## src/rtl/alu_mc.sv

```systemverilog
// Multi-cycle W-bit ALU: single-cycle logic/arith/compare ops, iterative shifts and shift-add multiply.
// Latency: 1 cycle for single-cycle and illegal ops and zero-distance shifts, 1+k for a shift by k, 1+W for mul.
// Backpressure: one op in flight; in_ready only in IDLE, result held in DONE until out_ready.
//
// Ports:
//   clk, rst             clock and synchronous active-high reset
//   in_valid/in_ready    request handshake; op, a, b are captured on accept
//   out_valid/out_ready  result handshake; res, car, of, zero, err are registered
module alu_mc #(
  parameter  int W  = 8,
  localparam int SW = $clog2(W)
) (
  input  logic         clk,
  input  logic         rst,
  input  logic         in_valid,
  output logic         in_ready,
  input  logic [3:0]   op,
  input  logic [W-1:0] a,
  input  logic [W-1:0] b,
  output logic         out_valid,
  input  logic         out_ready,
  output logic [W-1:0] res,
  output logic         car,
  output logic         of,
  output logic         zero,
  output logic         err
);

  localparam int CW = SW + 1;  // counter must hold the value W

  localparam logic [3:0] OP_ADD  = 4'd0;
  localparam logic [3:0] OP_SUB  = 4'd1;
  localparam logic [3:0] OP_NOT  = 4'd2;
  localparam logic [3:0] OP_AND  = 4'd3;
  localparam logic [3:0] OP_OR   = 4'd4;
  localparam logic [3:0] OP_XOR  = 4'd5;
  localparam logic [3:0] OP_SLT  = 4'd6;
  localparam logic [3:0] OP_EQ   = 4'd7;
  localparam logic [3:0] OP_SLTU = 4'd8;
  localparam logic [3:0] OP_SHL  = 4'd9;
  localparam logic [3:0] OP_SHR  = 4'd10;
  localparam logic [3:0] OP_SRA  = 4'd11;
  localparam logic [3:0] OP_MUL  = 4'd12;

  typedef enum logic [1:0] {
    IDLE = 2'd0,
    BUSY = 2'd1,
    DONE = 2'd2
  } state_t;

  state_t         state_q;
  logic [3:0]     op_q;
  logic [CW-1:0]  cnt_q;
  logic [W-1:0]   work_q;   // shift operand, or remaining multiplier bits
  logic [2*W-1:0] mcand_q;  // multiplicand, shifted left each step
  logic [2*W-1:0] prod_q;   // partial product
  logic [W-1:0]   res_q;
  logic           car_q, of_q, zero_q, err_q;

  // single-cycle datapath, fed straight from the input operands at accept
  logic [W:0]     sum_w, dif_w;
  logic [W-1:0]   alu_res;
  logic           alu_car, alu_of, alu_err;
  logic [SW-1:0]  shamt;
  logic           is_shift, goes_busy;

  // one iteration of the multi-cycle datapath, fed from the working registers
  logic [W-1:0]   work_d;
  logic [2*W-1:0] mcand_d;
  logic [2*W-1:0] prod_d;

  assign in_ready  = (state_q == IDLE);
  assign out_valid = (state_q == DONE);
  assign res       = res_q;
  assign car       = car_q;
  assign of        = of_q;
  assign zero      = zero_q;
  assign err       = err_q;

  always_comb begin
    sum_w   = {1'b0, a} + {1'b0, b};
    // subtract as a + ~b + 1 so the carry reads as "no borrow"
    dif_w   = {1'b0, a} + {1'b0, ~b} + {{W{1'b0}}, 1'b1};
    shamt   = b[SW-1:0];
    alu_res = '0;
    alu_car = 1'b0;
    alu_of  = 1'b0;
    alu_err = 1'b0;
    case (op)
      OP_ADD: begin
        {alu_car, alu_res} = sum_w;
        alu_of = (a[W-1] == b[W-1]) && (sum_w[W-1] != a[W-1]);
      end
      OP_SUB: begin
        {alu_car, alu_res} = dif_w;
        alu_of = (a[W-1] != b[W-1]) && (dif_w[W-1] != a[W-1]);
      end
      OP_NOT:  alu_res = ~a;
      OP_AND:  alu_res = a & b;
      OP_OR:   alu_res = a | b;
      OP_XOR:  alu_res = a ^ b;
      OP_SLT:  alu_res = {{(W-1){1'b0}}, ($signed(a) < $signed(b))};
      OP_EQ:   alu_res = {{(W-1){1'b0}}, (a == b)};
      OP_SLTU: alu_res = {{(W-1){1'b0}}, (a < b)};
      // a shift only takes this path when the distance is zero
      OP_SHL, OP_SHR, OP_SRA: alu_res = a;
      OP_MUL:  alu_res = '0;
      default: alu_err = 1'b1;
    endcase
    is_shift  = (op == OP_SHL) || (op == OP_SHR) || (op == OP_SRA);
    goes_busy = (is_shift && (shamt != '0)) || (op == OP_MUL);
  end

  always_comb begin
    work_d  = work_q;
    mcand_d = mcand_q;
    prod_d  = prod_q;
    case (op_q)
      OP_SHL: work_d = work_q << 1;
      OP_SHR: work_d = work_q >> 1;
      OP_SRA: work_d = {work_q[W-1], work_q[W-1:1]};
      OP_MUL: begin
        if (work_q[0]) prod_d = prod_q + mcand_q;
        mcand_d = mcand_q << 1;
        work_d  = work_q >> 1;
      end
      default: ;
    endcase
  end

  always_ff @(posedge clk) begin
    if (rst) begin
      state_q <= IDLE;
      op_q    <= '0;
      cnt_q   <= '0;
      work_q  <= '0;
      mcand_q <= '0;
      prod_q  <= '0;
      res_q   <= '0;
      car_q   <= 1'b0;
      of_q    <= 1'b0;
      zero_q  <= 1'b0;
      err_q   <= 1'b0;
    end else begin
      case (state_q)
        IDLE: begin
          if (in_valid) begin
            op_q <= op;
            if (goes_busy) begin
              state_q <= BUSY;
              if (op == OP_MUL) begin
                work_q  <= b;
                mcand_q <= {{W{1'b0}}, a};
                prod_q  <= '0;
                cnt_q   <= CW'(W);
              end else begin
                work_q  <= a;
                cnt_q   <= CW'(shamt);
              end
            end else begin
              state_q <= DONE;
              res_q   <= alu_res;
              car_q   <= alu_car;
              of_q    <= alu_of;
              zero_q  <= (alu_res == '0);
              err_q   <= alu_err;
            end
          end
        end
        BUSY: begin
          work_q  <= work_d;
          mcand_q <= mcand_d;
          prod_q  <= prod_d;
          cnt_q   <= cnt_q - CW'(1);
          // the step taken this cycle is the last one: publish it directly
          if (cnt_q == CW'(1)) begin
            state_q <= DONE;
            of_q    <= 1'b0;
            err_q   <= 1'b0;
            if (op_q == OP_MUL) begin
              res_q  <= prod_d[W-1:0];
              car_q  <= |prod_d[2*W-1:W];
              zero_q <= (prod_d[W-1:0] == '0);
            end else begin
              res_q  <= work_d;
              car_q  <= 1'b0;
              zero_q <= (work_d == '0);
            end
          end
        end
        DONE: begin
          if (out_ready) state_q <= IDLE;
        end
        default: state_q <= IDLE;
      endcase
    end
  end

endmodule

```

## config.mk

```make
export PLATFORM = sky130hd
export DESIGN_NAME = alu_mc
export DESIGN_NICKNAME = d
export VERILOG_FILES = /design/src/rtl/alu_mc.sv
export SDC_FILE = /design/constraint.sdc
export NUM_CORES = 1
export LEC_CHECK = 0
export ABC_AREA = 1
export BUFFER_PORTS_ARGS = -buffer_cell sky130_fd_sc_hd__buf_4
export CORE_MARGIN = 2
export CORE_UTILIZATION = 62
export CTS_CLUSTER_DIAMETER = 40
export DETAILED_ROUTE_END_ITERATION = 7
export GPL_TIMING_DRIVEN = 0
export PLACE_DENSITY_LB_ADDON = 0.25
export SYNTH_ARGS = -nofsm -noshare
export SYNTH_HDL_FRONTEND = slang
export SYNTH_SLANG_ARGS = --single-unit
```

## constraint.sdc

```tcl
create_clock -name clk -period 2.6 [get_ports clk]
set_input_delay 0.13 -clock clk [delete_from_list [all_inputs] [get_ports clk]]
set_output_delay 0.13 -clock clk [all_outputs]
set_load 0.01 [all_outputs]
```

==> Yosys cells after proc, flatten, opt, wreduce, memory -nomap -nowiden <==
Index checks and enable logic that the tools add are counted.
{ "word_totals": {"out_inout_bits": 14, "wordCells": 128, "ff_bits": 62, "input_bits": 24} }
{ "classes": {"reduce_logical": 23, "mux": 51, "n_eq_ne": 31, "addsub": 5, "bitwise": 5, "order_cmp": 2} }
{ "op_table": {"columns": ["cell", "n"], "rows": [
  ["$mux 16", 9],
  ["$pmux 8 s10", 1],
  ["$pmux 16 s2", 2],
  ["$mux 8", 7],
  ["$eq 4x4->1 const B", 9],
  ["$pmux 8 s2", 2],
  ["$logic_not 8->1", 3],
  ["$pmux 8 s3", 1],
  ["$add 8x8->9", 2],
  ["$add 16x16->16", 1],
  ["$eq 4x3->1 const B", 4],
  ["$lt 8x8->1", 2],
  ["$not 8->8", 2],
  ["$mux 1", 14],
  ["$reduce_or 13->1", 1],
  ["$mux 4", 3],
  ["$pmux 1 s2", 6],
  ["$add 9x1->9 const B", 1],
  ["$and 8x8->8", 1],
  ["$eq 4x1->1 const B", 2],
  ["$eq 4x2->1 const B", 2],
  ["$eq 8x8->1", 1],
  ["$mux 2", 4],
  ["$ne 2x2->1 const B", 4],
  ["23 further kinds", 33]
]} }

==> Longest topological paths before layout <==
Gate-level depths: netlist of the first run.
{ "depth": {"word_depth": 9, "mapped_depth": 17, "depth_no_buf": 17} }

==> Least setup slack after synthesis of the first run <==
No wires, ideal clock.
{ "synth_path": {"path_kind": "flip-flop to flip-flop", "startpoint": "reg prod_q[0]", "endpoint": "reg car_q, in the netlist car", "n_path_buf": 0, "arrival_time_ns": 1.783, "setup_ns": 0.132, "stages_incl_launch_ff": 17, "setup_slack_ns": 0.685, "cell_sequence": "dfxtp_1 > ha_1 > fa_1 > nand2_1 > nand2_1 > nand3_1 > nand2_1 > nand2_1 > nand2_1 > nand2_1 > nand3_1 > nand2_1 > nand2_1 > nor2_1 > nand2_1 > nand2_1 > a21oi_1"} }
{ "synth_via": {"elab_chain_len": 7} }
{ "synth_rtl": {"columns": ["item", "line_no", "text"], "rows": [
  ["from (decl)", "56", "logic [2*W-1:0] prod_q;"],
  ["from (signal assigned)", "173", "prod_q <= prod_d;"],
  ["$add 16x16->16", "123", "if (work_q[0]) prod_d = prod_q + mcand_q;"],
  ["$mux 16", "123", null],
  ["$mux 16", "118", "case (op_q)"],
  ["$reduce_or 8->1", "182", "car_q <= |prod_d[2*W-1:W];"],
  ["$mux 1", "180", "if (op_q == OP_MUL) begin"],
  ["$mux 1", "176", "if (cnt_q == CW'(1)) begin"],
  ["$pmux 1 s2", "145", "case (state_q)"],
  ["to (signal assigned)", "163", "car_q <= alu_car;"],
  ["to (signal assigned)", "182", null],
  ["to (decl)", "58", "logic car_q, of_q, zero_q, err_q;"]
]} }
Every way passes these cells. The select of a mux whose other input is x is not followed.
A chain may end at the register's enable or synchronous reset.

==> Worst setup path in the final report of the first run <==
Same ends and word-level chain as after synthesis.

==> results.txt, run 1 <==
worst relative slew slack: 0.543
clock buffer count from CTS: 9
P&R area growth vs syn: 10.9%
slowest CP cell: fa_1
Die X: 99.7 µm
reg2reg setup slack: 0.29 ns
Critical Path Source Type: register
CTS Buffer Depth: 2
worst slew pin tran: 0.686 ns
critical path class: register to register
# clock sinks: 62
Critical Path RT: 2.82 ns
CP Capture Type: register
vias: 6347
ANT nets after route: 0
Max Fanout on Critical Path: 4
Mean Syn Cell Area: 6.03 µm²
CP most frequent cell: nand2_1
Yosys top cell area share: 0.219
clock latency on the worst-skew pair: 0.36 ns
first-pass GRT wire length: 28200 µm
met3 routed WL: 1410 µm
Fill cells: 791
First-pass DRT Iterations: 5
Post-Route Setup TNS: 0 ns
# DRC: 0
worst setup path start: prod_q[0]$_SDFFE_PP0P_
Starting Density: 0.645
Distinct cells, synth: 45
Die ar.: 9940 µm²
fmax: 433 MHz
DR WL/cell: 15.8 µm
Nets: 1057
initial antenna violation count: 0
GRT Total Usage: 0.359
Synth Flop Type: dfxtp_1
# rows: 34
Bufs and invs on worst path: 0
Post-Synthesis Cells: 942
Met2 Wirelength: 7910 µm
M1 WL: 7240 µm
Max Slew Vio Count: 0
setup violators final: 0
Syn Nets: 1010
Worst-path clk slew: 0.08 ns
hpwl dp: 13600 µm
CP endpoint: car$_SDFFE_PP0P_
Hold Vio Cnt, Final: 0
Crit path arrival time: 2.53 ns
CP cell instances: ha_1 -> fa_1 -> nand2_1 -> nand2_1 -> nand3_1 -> nand2_1 -> nand2_1 -> nand2_1 -> nand2_1 -> nand3_1 -> nand2_1 -> nand2_1 -> nor2_1 -> nand2_1 -> nand2_1 -> a21oi_1
DRT iter0 DRCs: 503
drt total wl: 17400 µm
Die H: 99.7 µm
post-CTS sizing: 0
# diodes: 0
PortBufs: 36
CP max stage delay: 0.45 ns
RSZ-0062 raised after global routing: false
register area: 1240 µm²
worst r2r src: prod_q[0]$_SDFFE_PP0P_
post-layout min period: 2.31 ns
status: finished clean
area leader, netlist: dfxtp_1
vias in the first global route: 5945
I/O Pins: 38
yosys warns: 0
multi-input logic area: 3760 µm²
largest net degree at the start of global routing: 13
CTS Root Cell: clkbuf_8
Final Cycle Share: 0.888
Cell Area, Synth: 5680 µm²
CTS Hold Bufs: 0
post-CTS repair timing setup buffer count: 0
Area contributors post-synth: dfxtp_1, nand2_1, ha_1
path type of the worst min-delay path: input pin to register
via density per instance: 5.76
number of enable flip-flop cells after synthesis: 0
CTS HTree Levels: 3
VDD IR-drop max: 0.000584 V
clk_skew: 0.0111 ns
core area: 8810 µm²
Async S/R FF share, synth: 0
Total Power: 0.00303 W
CTS tree: done
GPL Wtd Cong: 1.00
max-cap violations: 0
Largest delay share family, worst path: simple AND/OR/NAND/NOR gates
highest metal used: met4
Congestion Overflow GR: 0
R2R Path End: car$_SDFFE_PP0P_
worst reg-to-reg path cell count: 16
Seq/Total Area, Yosys: 0.219
WP depth: 16
leakage: 3.02 nW
number of synthesized register bits: 62
share of layout cells above drive strength 1: 0.125
Cell Pwr Density: 480 nW/µm²
==> layout by cell type (no fill, tap or decap), drive strengths merged, types with 21 or more instances in the layout <==
| cell type | instances |
|---|---|
| nand3 | 80 |
| dfxtp | 62 |
| ha | 41 |
| nand2 | 278 |
| a21oi | 66 |
| inv | 136 |
| nor2 | 94 |
| buf | 57 |
| o21ai | 53 |
| clkbuf | 21 |
==> layer usage <==
metal,track usage,up-vias
li1,-,3156
met1,0.448,2794
met2,0.595,325
met3,0.0576,72
met4,0.192,0
met5,0,-
==> layout make-up <==
class | instances | share of cell area
Multi-Input combinational cell | 716 | 0.597
Sequential cell | 62 | 0.197
Clock buffer | 11 | 0.0240
Tap cell | 108 | 0.0214
Inverter | 133 | 0.0800
Timing Repair Buffer | 36 | 0.0429
Clock inverter | 5 | 0.0101
Buffer | 31 | 0.0276
==> per-stage QoR <==
stage               hold WS [ns]  utilization  instances  cell area (µm²)  setup WS (ns)
detailed placement         0.445        0.691       1086             6090          0.319
CTS                       0.0718        0.716       1102             6300          0.302
global route              0.0944        0.716       1102             6300        0.00690
floorplan                  0.289            -        942             5680          0.685
global placement           0.438        0.691       1086             6090          0.336
finish                    0.0651        0.716       1102             6300          0.291
==> power breakdown <==
part	internal [W]	total [W]	switching (W)	leakage, nW
Combinational	0.000339	0.000982	0.000642	2.41
Clock	0.000505	0.000931	0.000426	0.107
Sequential	0.00103	0.00111	0.0000800	0.504
Total	0.00188	0.00303	0.00115	3.02
==> kinds of logic after synthesis <==
logic type      count (synthesis)  share of synthesized area
fa+ha+maj                      44                      0.101
simple gates                  495                      0.378
mux                             1                    0.00176
buf+inv                       164                      0.119
flops                          62                      0.219
compound gates                169                      0.170
xor+xnor                        7                     0.0108
==> synth_stat cells (6+ instances only) <==
cell      instances
nand3_1          79
a21oi_1          63
o21ai_0          46
or2_2            10
inv_1           120
nor2_2            9
dfxtp_1          62
inv_2            11
nor2_1           82
buf_2            15
o22ai_1          13
ha_1             41
clkbuf_1          9
o21ai_1           7
a31oi_1          13
nand2_2           6
nor3_1            8
nand2_1         270
nand4_1          13
a211oi_1         15
==> tightest hold or removal path, delay by kind of cell <==
| kind | cells | cell delay, ns |
|---|---|---|
| buffers and inverters | 1 | 0.12 |
| AND/OR/NAND/NOR | 1 | 0.07 |
| AO/OA/AOI/OAI | 1 | 0.06 |
==> state kept, by name, summed over array words and instances, names as in the netlist <==
name	flops
err	1
res	8
op_q	4
state_q	2
mcand_q	16
zero	1
prod_q	16
cnt_q	4
of	1
work_q	8
car	1
==> worst min path at each step <==
stage | startpoint | to | slack (ns) | cells past startpoint
floorplan | a[0] | mcand_q[0]$_SDFFE_PP0P_ | 0.29 | 2
global placement | in_valid | op_q[0]$_SDFFE_PP0P_ | 0.44 | 3
detailed placement | in_valid | op_q[0]$_SDFFE_PP0P_ | 0.44 | 3
CTS | in_valid | op_q[0]$_SDFFE_PP0P_ | 0.07 | 3
global route | in_valid | op_q[0]$_SDFFE_PP0P_ | 0.09 | 3
finish | in_valid | op_q[0]$_SDFFE_PP0P_ | 0.07 | 3
Note: power is estimated with default switching activity, not from simulation.
==> run 2: changes to the inputs <==
--- a/config.mk
+++ b/config.mk
@@ -13,6 +13,7 @@
 export DETAILED_ROUTE_END_ITERATION = 7
 export GPL_TIMING_DRIVEN = 0
 export PLACE_DENSITY_LB_ADDON = 0.25
+export RECOVER_POWER = 50
 export SYNTH_ARGS = -nofsm -noshare
 export SYNTH_HDL_FRONTEND = slang
 export SYNTH_SLANG_ARGS = --single-unit
==> constraint.sdc (replaced) <==
create_clock -name clk -period 2.6 [get_ports clk]
set_input_delay 0.13 -clock clk [delete_from_list [all_inputs] [get_ports clk]]
set_output_delay 0.13 -clock clk [all_outputs]
set_load 0.005 [all_outputs]
==> results.txt, run 2 (synthesis gave the netlist of run 1 again) <==
Worst-path clk slew: 0.08 ns (about the same)
Final Cell Area: 6270 µm² (-0.46%)
ANT nets after route: 0 (unchanged)
GRT Total Usage: 0.359 (unchanged)
vias in the first global route: 5945 (unchanged)
Crit path arrival time: 2.64 ns (+0.11 ns)
Critical Path Source Type: register
CTS tree: done
setup violators final: 0 (unchanged)
Congestion Overflow GR: 0 (unchanged)
P&R area growth vs syn: 10.4%
most common cell after layout, fill and taps aside: nand2_1
Starting Density: 0.645 (unchanged)
post-layout min period: 2.39 ns (+0.0825 ns)
Post-DP Area: 6090 µm² (unchanged)
worst reg-to-reg path cell count: 9 (-7)
largest net degree at the start of global routing: 13 (unchanged)
DRT iter0 DRCs: 526 (+4.6%)
CP Capture Type: register
max-cap violations: 0 (unchanged)
via density per instance: 5.79 (+0.54%)
Post-Route Setup TNS: 0 ns (unchanged)
most frequent cells in the layout: nand2_1, inv_1, nor2_1
clk_skew: 0.0125 ns (+0.00137 ns)
status: finished clean
VDD IR-drop max: 0.000573 V (-1.9%)
Cell Pwr Density: 477 nW/µm² (-0.61%)
# DRC: 0 (unchanged)
Die ar.: 9940 µm² (unchanged)
Final Cycle Share: 0.920 (+0.0317)
PortBufs: 36 (unchanged)
worst hold stages: 3 (unchanged)
Max Slew Vio Count: 0 (unchanged)
post-CTS sizing: 0 (unchanged)
first-pass GRT wire length: 28200 µm (unchanged)
share of layout cells above drive strength 1: 0.115 (-0.0101)
RSZ-0062 raised after global routing: false
clock buffer count from CTS: 9 (unchanged)
worst relative slew slack: 0.537 (-0.00557)
leakage: 3.00 nW (-0.64%)
Critical Path RT: 2.85 ns (+0.03 ns)
Die H: 99.7 µm (unchanged)
vias: 6381 (+0.54%)
# rows: 34 (unchanged)
Max Fanout on Critical Path: 10 (+6)
critical path class: register to register
initial antenna violation count: 0 (unchanged)
First-pass DRT Iterations: 5 (unchanged)
CTS Buffer Depth: 2 (unchanged)
CTS Hold Bufs: 0 (unchanged)
clock latency on the worst-skew pair: 0.36 ns (about the same)
DR WL/cell: 15.7 µm (-0.37%)
# diodes: 0 (unchanged)
Hold Vio Cnt, Final: 0 (unchanged)
fmax: 418 MHz (-3.5%)
CTS HTree Levels: 3 (unchanged)
drt total wl: 17300 µm (-0.37%)
hpwl dp: 13600 µm (unchanged)
GPL Wtd Cong: 1.00 (unchanged)
Nets: 1057 (unchanged)
# clock sinks: 62 (unchanged)
CTS Root Cell: clkbuf_8
Top Registers: mcand_q (16), prod_q (16)
Die X: 99.7 µm (unchanged)
I/O Pins: 38 (unchanged)
core area: 8810 µm² (unchanged)
post-CTS repair timing setup buffer count: 0 (unchanged)
path type of the worst min-delay path: input pin to register
worst slew pin tran: 0.694 ns (+0.00835 ns)
run 2: final timing paths:
path / from / to / slack [ns]
max: op_q[1]$_SDFFE_PP0P_ / mcand_q[7]$_SDFFE_PP0P_ / 0.21
min: in_valid / op_q[0]$_SDFFE_PP0P_ / 0.07
max reg2reg: op_q[1]$_SDFFE_PP0P_ / mcand_q[7]$_SDFFE_PP0P_ / 0.21
min reg2reg: err$_SDFFE_PP0P_ / err$_SDFFE_PP0P_ / 0.48
run 2: critical path, stage by stage, from the launching register on:
cell and delay [ns]:
dfxtp_1 0.46, nor2_2 0.05, nand2_1 0.18, inv_1 0.19, nor2_1 0.21, inv_1 0.10
nand3_1 0.24, clkbuf_1 0.45, a211oi_1 0.13, a211oi_1 0.25
run 2: final cells by class:
cell class	instances	area, µm²
plain buffers	31	160
multi-input cells	716	3750
inverters	133	504
clock inverters	5	63.8
fillers	796	2530
well taps	108	135
clock buffers	11	151
repair buffers	36	270
flip-flops and latches	62	1240
run 2: metal layers:
metal / track usage / share of wire / wire [µm]
met3: 0.0576 / 0.086 / 1480
met1: 0.448 / 0.41 / 7110
met2: 0.595 / 0.46 / 7920
met4: 0.192 / 0.046 / 797
met5: 0 / 0 / 0
run 2: report_power, final:
group          internal, W  leakage, nW  switching [W]
clock network     0.000505        0.107       0.000422
registers          0.00103        0.504      0.0000789
logic             0.000328         2.39       0.000627
run 2: metrics by stage:
step	instances	setup WS [ns]	utilization	power (W)	hold slack [ns]
CTS	1102	0.302	0.716	0.00298	0.0718
finish	1102	0.208	0.712	0.00299	0.0673
global placement	1086	0.336	0.691	0.00206	0.438
global route	1102	0.00690	0.712	0.00314	0.0948
detailed placement	1086	0.319	0.691	0.00207	0.445
floorplan	942	0.685	-	0.00177	0.289
